<file path="src/rtl/bufid_allocate.sv">
// Packet buffer ID allocator: pops free IDs, keeps one prefetched,
// and grants them round-robin to input ports with a low-watermark rule.
module bufid_allocate #(
  parameter int PORT_NUM      = 9,
  parameter int LOW_WATERMARK = 16
) (
  input  logic                clk_sys,
  input  logic                reset,
  input  logic                i_hardware_initial_finish,
  output logic                o_fifo_rd,
  input  logic [8:0]          iv_fifo_rdata,
  input  logic                i_fifo_empty,
  input  logic                i_free_bufid_wr,
  input  logic [PORT_NUM-1:0] iv_bufid_req,
  input  logic [PORT_NUM-1:0] iv_prio_port_mask,
  output logic [PORT_NUM-1:0] ov_bufid_ack,
  output logic [8:0]          ov_bufid,
  output logic [9:0]          ov_free_bufid_cnt,
  output logic                o_bufid_low,
  output logic [2:0]          ov_bufid_alloc_state
);

  localparam int PW = (PORT_NUM > 1) ? $clog2(PORT_NUM) : 1;
  localparam logic [9:0] CNT_MAX = 10'd511;

  typedef enum logic [2:0] {
    INIT_S  = 3'd0,
    FETCH_S = 3'd1,
    RD_S    = 3'd2,
    LOAD_S  = 3'd3,
    GRANT_S = 3'd4
  } state_t;

  state_t        r_state;
  logic [8:0]    r_pf_id;
  logic          r_pf_valid;
  logic [PW-1:0] r_rr;

  logic [PORT_NUM-1:0] w_elig;
  logic [PORT_NUM-1:0] w_onehot;
  logic                w_hit;
  logic [PW-1:0]       w_sel;
  logic [PW-1:0]       w_rr_nxt;
  logic                w_grant;
  logic [9:0]          w_cnt_nxt;
  int                  w_j;

  // below the watermark only priority ports are allowed to compete
  assign w_elig = iv_bufid_req &
                  ({PORT_NUM{~o_bufid_low}} | iv_prio_port_mask);

  // first eligible port at or after the round-robin pointer
  always_comb begin
    w_hit = 1'b0;
    w_sel = '0;
    w_j   = 0;
    for (int k = 0; k < PORT_NUM; k++) begin
      w_j = int'(r_rr) + k;
      if (w_j >= PORT_NUM) w_j = w_j - PORT_NUM;
      if (!w_hit && w_elig[PW'(w_j)]) begin
        w_hit = 1'b1;
        w_sel = PW'(w_j);
      end
    end
  end

  assign w_rr_nxt = (w_sel == PW'(PORT_NUM - 1)) ?
                    '0 : w_sel + PW'(1);
  assign w_onehot = {{(PORT_NUM-1){1'b0}}, 1'b1} << w_sel;
  assign w_grant  = (r_state == GRANT_S) && r_pf_valid && w_hit;

  // saturating free count: recycle adds one, grant takes one
  always_comb begin
    w_cnt_nxt = ov_free_bufid_cnt;
    if (i_free_bufid_wr && !w_grant) begin
      if (ov_free_bufid_cnt != CNT_MAX)
        w_cnt_nxt = ov_free_bufid_cnt + 10'd1;
    end else if (w_grant && !i_free_bufid_wr) begin
      if (ov_free_bufid_cnt != 10'd0)
        w_cnt_nxt = ov_free_bufid_cnt - 10'd1;
    end
  end

  // register the count and the low flag derived from it
  always_ff @(posedge clk_sys) begin
    if (reset) begin
      ov_free_bufid_cnt <= '0;
      o_bufid_low       <= 1'b1;
    end else begin
      ov_free_bufid_cnt <= w_cnt_nxt;
      o_bufid_low       <= (w_cnt_nxt < 10'(LOW_WATERMARK));
    end
  end

  // fetch/prefetch/grant sequencer with registered outputs
  always_ff @(posedge clk_sys) begin
    if (reset) begin
      r_state      <= INIT_S;
      o_fifo_rd    <= 1'b0;
      ov_bufid_ack <= '0;
      ov_bufid     <= '0;
      r_pf_id      <= '0;
      r_pf_valid   <= 1'b0;
      r_rr         <= '0;
    end else begin
      ov_bufid_ack <= '0;
      unique case (r_state)
        INIT_S: begin
          if (i_hardware_initial_finish) r_state <= FETCH_S;
        end
        FETCH_S: begin
          if (!i_fifo_empty) begin
            o_fifo_rd <= 1'b1;
            r_state   <= RD_S;
          end
        end
        RD_S: begin
          o_fifo_rd <= 1'b0;
          r_state   <= LOAD_S;
        end
        LOAD_S: begin
          r_pf_id    <= iv_fifo_rdata;
          r_pf_valid <= 1'b1;
          r_state    <= GRANT_S;
        end
        GRANT_S: begin
          if (w_grant) begin
            ov_bufid_ack <= w_onehot;
            ov_bufid     <= r_pf_id;
            r_pf_valid   <= 1'b0;
            r_rr         <= w_rr_nxt;
            r_state      <= FETCH_S;
          end
        end
        default: r_state <= INIT_S;
      endcase
    end
  end

  assign ov_bufid_alloc_state = r_state;

endmodule

</file>
<file path="config.mk">
export PLATFORM = sky130hd
export DESIGN_NAME = bufid_allocate
export DESIGN_NICKNAME = d
export VERILOG_FILES = /design/src/rtl/bufid_allocate.sv
export SDC_FILE = /design/constraint.sdc
export NUM_CORES = 1
export LEC_CHECK = 0
export ABC_CLOCK_PERIOD_IN_PS = 15000
export CAP_MARGIN = 20
export CORE_MARGIN = 3
export CORE_UTILIZATION = 48
export DETAILED_ROUTE_END_ITERATION = 8
export GPL_TIMING_DRIVEN = 0
export PLACE_DENSITY = 0.76
export SYNTH_ARGS = -nofsm -noshare
export SYNTH_HDL_FRONTEND = slang
export SYNTH_SLANG_ARGS = --single-unit
</file>
<file path="constraint.sdc">
create_clock -name clk_sys -period 15 [get_ports clk_sys]
set_input_delay 2.25 -clock clk_sys [delete_from_list [all_inputs] [get_ports clk_sys]]
set_output_delay 2.25 -clock clk_sys [all_outputs]
set_load 0.02 [all_outputs]
</file>
### Word level (Yosys, flattened, before mapping)

Index checks and enable logic that the tools add are counted.

| storage, ports and cells | value |
|---|---|
| output and inout port bits | 33 |
| input port bits | 32 |
| register bits after elaboration | 47 |
| logic and storage cells | 161 |

| cells by class | value |
|---|---|
| equality and inequality tests | 9 |
| shifts and indexed selects | 1 |
| reduce and logical (&&, ||, !) cells | 31 |
| bitwise logic cells | 5 |
| $lt $le $gt $ge | 19 |
| $add $sub $neg | 20 |
| muxes and demuxes | 67 |

Operators with widths:

| cell | number |
|---|---|
| $mux W4 | 19 |
| $lt A4 B6 Y1 const B | 9 |
| $ge A5 B4 Y1 const B | 8 |
| $mux W10 | 4 |
| $bmux W1 S4 | 9 |
| $sub A4 B4 Y4 const B | 9 |
| $mux W1 | 29 |
| $add A4 B3 Y5 const B | 4 |
| $pmux W3 S5 | 1 |
| $logic_and A1 B1 Y1 | 12 |
| $add A10 B1 Y10 const B | 1 |
| $add A4 B2 Y5 const B | 2 |
| $logic_not A1 Y1 | 10 |
| $lt A10 B5 Y1 const B | 1 |
| $ne A10 B9 Y1 const B | 1 |
| $reduce_bool A10 Y1 | 1 |
| $sub A10 B1 Y10 const B | 1 |
| $and A9 B9 Y9 | 1 |
| $mux W3 | 3 |
| $or A9 B9 Y9 | 1 |
| $shl A1 B4 Y9 const A | 1 |
| $eq A3 B2 Y1 const B | 2 |
| $ne A2 B2 Y1 const B | 3 |
| $reduce_and A2 Y1 | 3 |
| 13 further kinds | 17 |

### Depth between registers and ports, before layout

| logic depth | value |
|---|---|
| depth after elaboration | 36 |
| mapped depth | 27 |
| mapped depth without buffers | 21 |

### Worst setup path after synthesis

OpenSTA, ideal clock, no wires.

| timing | value |
|---|---|
| path type | input-to-reg |
| start point | input iv_prio_port_mask[3] |
| end point | register o_bufid_low |
| data required time | 14.940 ns |
| cell stages on the path | 20 |
| data arrival time | 6.155 ns |
| path slack | 8.785 ns |
| buffers on the path | 3 |
| setup time | 0.060 ns |
| cells stage by stage | nand2b_1 > and2_1 > buf_1 > mux4_2 > o2111ai_2 > nand2_1 > nor4b_1 > nand3_1 > o31a_1 > inv_2 > buf_4 > ha_1 > buf_1 > a31oi_1 > nand2_1 > or4_1 > nor3_1 > a31oi_1 > xor2_1 > a41o_1 |

| between the ends | value |
|---|---|
| cells in the longest elaborated chain, start to end | 35 |
| elaborated cells between the ends (all ways) | 61 |
| classes of those cells | order compare (1); mux (38); bitwise (2); reduce/logical (20) |

Ends and longest elaborated chain:

| what | RTL line | source |
|---|---|---|
| start, declared | 15 | `input logic [PORT_NUM-1:0] iv_prio_port_mask,` |
| $or A9 B9 Y9 * | 50 | `({PORT_NUM{~o_bufid_low}} \| iv_prio_port_mask);` |
| $and A9 B9 Y9 * | 49 | `assign w_elig = iv_bufid_req &` |
| $bmux W1 S4 | 60 | `if (!w_hit && w_elig[PW'(w_j)]) begin` |
| $mux W1 (implied by the code) (2 in a row) | 60 |  |
| $mux W1 | 60 |  |
| $logic_not A1 Y1 | 60 |  |
| $logic_and A1 B1 Y1 | 60 |  |
| $mux W1 | 60 |  |
| [18 not listed] | n/a |  |
| $logic_not A1 Y1 | 60 |  |
| $logic_and A1 B1 Y1 | 60 |  |
| $mux W1 * | 60 |  |
| $logic_and A1 B1 Y1 * | 70 | `assign w_grant = (r_state == GRANT_S) && r_pf_valid && w_hit;` |
| $logic_and A1 B1 Y1 or $logic_not A1 Y1 (tied branches) | 78, 75 |  |
| $mux W10 or $logic_and A1 B1 Y1 (tied branches) | 78, 75 |  |
| $mux W10 * | 75 | `if (i_free_bufid_wr && !w_grant) begin` |
| $lt A10 B5 Y1 * | 91 | `o_bufid_low <= (w_cnt_nxt < 10'(LOW_WATERMARK));` |
| end signal, assigned | 91 |  |
| end, declared | 19 | `output logic o_bufid_low,` |

Every way passes the cells marked *; elsewhere a longest branch is shown, timed or not. The select of a mux whose other input is x is not followed.
A chain may end at the register's enable or synchronous reset.

### Final worst setup path

| timing | value |
|---|---|
| start point | register r_rr[0] |
| end point | register o_bufid_low |

| between the ends | value |
|---|---|
| cells in the longest elaborated chain, start to end | 35 |
| elaborated cells between the ends (all ways) | 94 |
| classes of those cells | add/sub (17); order compare (10); mux (47); reduce/logical (20) |

Ends and longest elaborated chain:

| what | RTL line | source |
|---|---|---|
| start, declared | 37 | `logic [PW-1:0] r_rr;` |
| start signal, assigned | 131 | `r_rr <= w_rr_nxt;` |
| parallel branches: the longest is 29 deep, another holds $add A4 B1 Y5 | n/a |  |
| $mux W1 * | 60 |  |
| $logic_and A1 B1 Y1 * | 70 |  |
| $logic_and A1 B1 Y1 or $logic_not A1 Y1 (tied branches) | 78, 75 |  |
| $mux W10 or $logic_and A1 B1 Y1 (tied branches) | 78, 75 |  |
| $mux W10 * | 75 |  |
| $lt A10 B5 Y1 * | 91 |  |

Every way passes the cells marked *. The select of a mux whose other input is x is not followed.

==> run metrics <==
DR pass1 iterations 6; GRT Total Usage 0.3027; Peak VDD IR roughly 0.048 mV; sw frac 0.2513; hold_buf cts 0; DRT antenna net count 0; n_diodes 0; via count 6,849; flops & latches, synth 47; Critical Path RT between 15 and 20 ns; Synth cell types between 100 and 150; core area around 12,000 um^2; sequential share of the synthesized area 0.1588; Area Growth Syn to Fin 17.46%; Initial DRC Count ~1,100; GRT overflow 0; CTS H-Tree Depth 2; Inserted Clock Buffers 5; post-layout min period 8.050 ns; number of global-route vias before repair approximately 6,000; CTS Buffer Depth 2; DR WL/cell around 21 um; Worst-Skew Late Latency approximately 0.29 ns; CTS root buf clkbuf_16; Post-synth EDFFs 0; Final Slew Violations 0; Placer Congestion 0.9848; Comb pwr share 0.189; CP Capture Type flop; Final Cycle Share 0.5367; Static Leak 2.744 nW; CTS Sinks 47; Setup-failing EPs final 0; drt total wl 21,360 um; die height ~120 um; CP startpoint kind flop; total setup buffers inserted after CTS 0; IO buf count 64; part of the power in registers 0.389; Synth Instances 789; syn_nets 850; Vias/cell about 6.7; Final Cell Area 6962 um^2; max cap viols 0; Tightest Pin Transition between 0.8 and 0.9 ns; clk slew on worst S/H paths about 0.060 ns; Syn Std Cell Area approximately 6000 um^2; PD cells between 40 and 50 nW/um^2; area of the die around 14,000 um^2; IO Pins 65; Hold Crit Class flop to flop; TritonCTS clock tree built; RSZ-0062 raised after global routing no; FP Rows 39; Synth async-reset ratio 0; Clock power frac 0.421; largest net degree at the start of global routing 15; post-synthesis average cell area between 7 and 8 um^2; Layout Nets ~900; setup TNS 0 ns; Final Hold Fails 0; Die W 117.1 um; status finished, final reports clean; Starting Density 0.5040; CP max FO 13; commonest register cell after synthesis dfxtp_1; Int Pwr 0.0002490 W; initial antenna violation count 0; most common cell after layout, fill and taps aside nor2_1; placed cell area 6773 um^2; DRC violations left 0; share of cells above drive strength 1 0.08827; Fmax between 0.1 and 0.15 GHz; Post-CTS Resized 0; most frequent cells in the layout 67 x nor2_1, 64 x nand2_1, 64 x clkdlybuf4s50_1; first-pass GRT wire length around 33,000 um; Worst Skew around 0.0055 ns; Pwr Total 0.0003326 W; yosys warns 0; crit path DAT 8.22 ns; critical path type flop to flop; dpl hpwl 15,880 um; Net Switching 0.00008358 W; max-slew headroom at the worst pin 0.4424
==> layer usage <==
metal  wire [um]  vias to the layer above  global-route usage
met5           0                        -                   0
met4         778                        0              0.1024
met3        2455                       88             0.07712
met2        8982                      481              0.4490
met1        9140                     3138              0.4267
li1            -                     3142                   -
==> cell families (layout without fill, tap and decap cells) <==
logic type               after synthesis  after routing  share of synthesized area
multiplexers                          45             45                    0.07853
AO/OA/AOI/OAI                        273            273                     0.3397
XOR/XNOR                              21             21                    0.03357
buffers and inverters                 68            140                    0.05467
adder cells (fa/ha/maj)               29             29                    0.06122
flip-flops                            47             47                     0.1587
AND/OR/NAND/NOR                      306            306                     0.2736
==> per-stage QoR <==
step / utilization / setup WS [ns] / std cells / hold WS, ns
2_1_floorplan: - / 8.785 / 789 / 0.4450
3_3_place_gp: 0.5759 / 7.223 / 1017 / 0.4565
3_5_place_dp: 0.5759 / 7.251 / 1017 / 0.4612
4_1_cts: 0.5920 / 7.248 / 1025 / 0.4833
5_1_grt: 0.5920 / 6.624 / 1025 / 0.5151
6_report: 0.5920 / 6.950 / 1025 / 0.4846
==> area by class of cell <==
cell class	instances	area, um^2
buffer	44	234.0
clock buffer	6	128.9
clock inverter	2	60.06
fill	1112	4798
inverter	24	90.09
multi-input combinational	674	4662
sequential	47	940.9
tap	164	205.2
timing repair buffer	64	640.6
==> worst max-delay path: stages, from the launching register on <==
cell,delay [ns]
dfxtp_1,0.47
buf_6,0.23
inv_1,0.08
buf_2,0.32
clkbuf_1,0.51
buf_1,0.70
ha_1,0.31
clkbuf_1,0.43
clkbuf_1,0.53
o221ai_1,0.31
and2_1,0.30
o211a_1,0.23
o21a_1,0.20
o211a_1,0.29
nand2_1,0.11
o31a_1,0.27
inv_2,0.17
buf_4,0.23
ha_1,0.19
buf_1,0.22
a31oi_1,0.45
nand2_1,0.24
or4_1,0.48
o32ai_1,0.30
xnor2_1,0.13
a41o_1,0.23
==> synthesized netlist by cell type, types with 5 or more instances <==
cell type	number	area [um^2]
a211oi_1	14	105.1
a21o_1	6	45.04
a21oi_1	49	245.2
a22oi_1	7	52.55
a31oi_1	9	56.30
and2_1	20	125.1
and3_1	6	37.54
buf_1	6	22.52
buf_2	13	65.06
buf_4	6	45.04
clkbuf_1	15	56.30
dfxtp_1	47	940.9
ha_1	29	362.9
inv_1	21	78.83
mux2i_1	42	420.4
nand2_1	64	240.2
nand2b_1	18	112.6
nand3_1	32	160.2
nand3b_1	6	45.04
nor2_1	67	251.5
nor2b_1	9	56.30
nor3_1	37	185.2
nor4_1	7	43.79
o211a_1	7	70.07
o211ai_1	16	120.1
o21a_1	10	75.07
o21ai_0	44	220.2
o21ai_1	5	25.02
o221ai_1	5	43.79
o31a_1	5	43.79
o31ai_1	5	37.54
o32ai_1	6	52.55
or3_1	5	31.28
or4_1	5	37.54
xnor2_1	15	131.4
==> power by group through the flow <==
stage | clock network (W) | logic (W) | registers, W
2_1_floorplan | 0 | 0.0000361 | 0.000133
3_3_place_gp | 0 | 0.0000609 | 0.000132
3_5_place_dp | 0 | 0.0000608 | 0.000132
4_1_cts | 0.000141 | 0.0000614 | 0.000129
5_1_grt | 0.000148 | 0.0000675 | 0.000130
6_report | 0.000140 | 0.0000630 | 0.000129
==> state kept, by name, indices dropped and copies added, names as in the netlist, 3 cells and up <==
signal	count
ov_free_bufid_cnt	10
ov_bufid_alloc_state	3
ov_bufid	9
ov_bufid_ack	9
r_pf_id	9
r_rr	4
==> worst paths after layout <==
check                          startpoint                       to  slack, ns  cells after the start
setup / recovery     r_rr[0]$_SDFFE_PP0N_   o_bufid_low$_SDFF_PP1_       6.95                     25
hold / removal    r_pf_valid$_SDFFE_PP0P_  r_pf_valid$_SDFFE_PP0P_       0.48                      2
setup reg to reg     r_rr[0]$_SDFFE_PP0N_   o_bufid_low$_SDFF_PP1_       6.95                     25
hold reg to reg   r_pf_valid$_SDFFE_PP0P_  r_pf_valid$_SDFFE_PP0P_       0.48                      2
No activity file was read; power rests on OpenSTA's default activity.
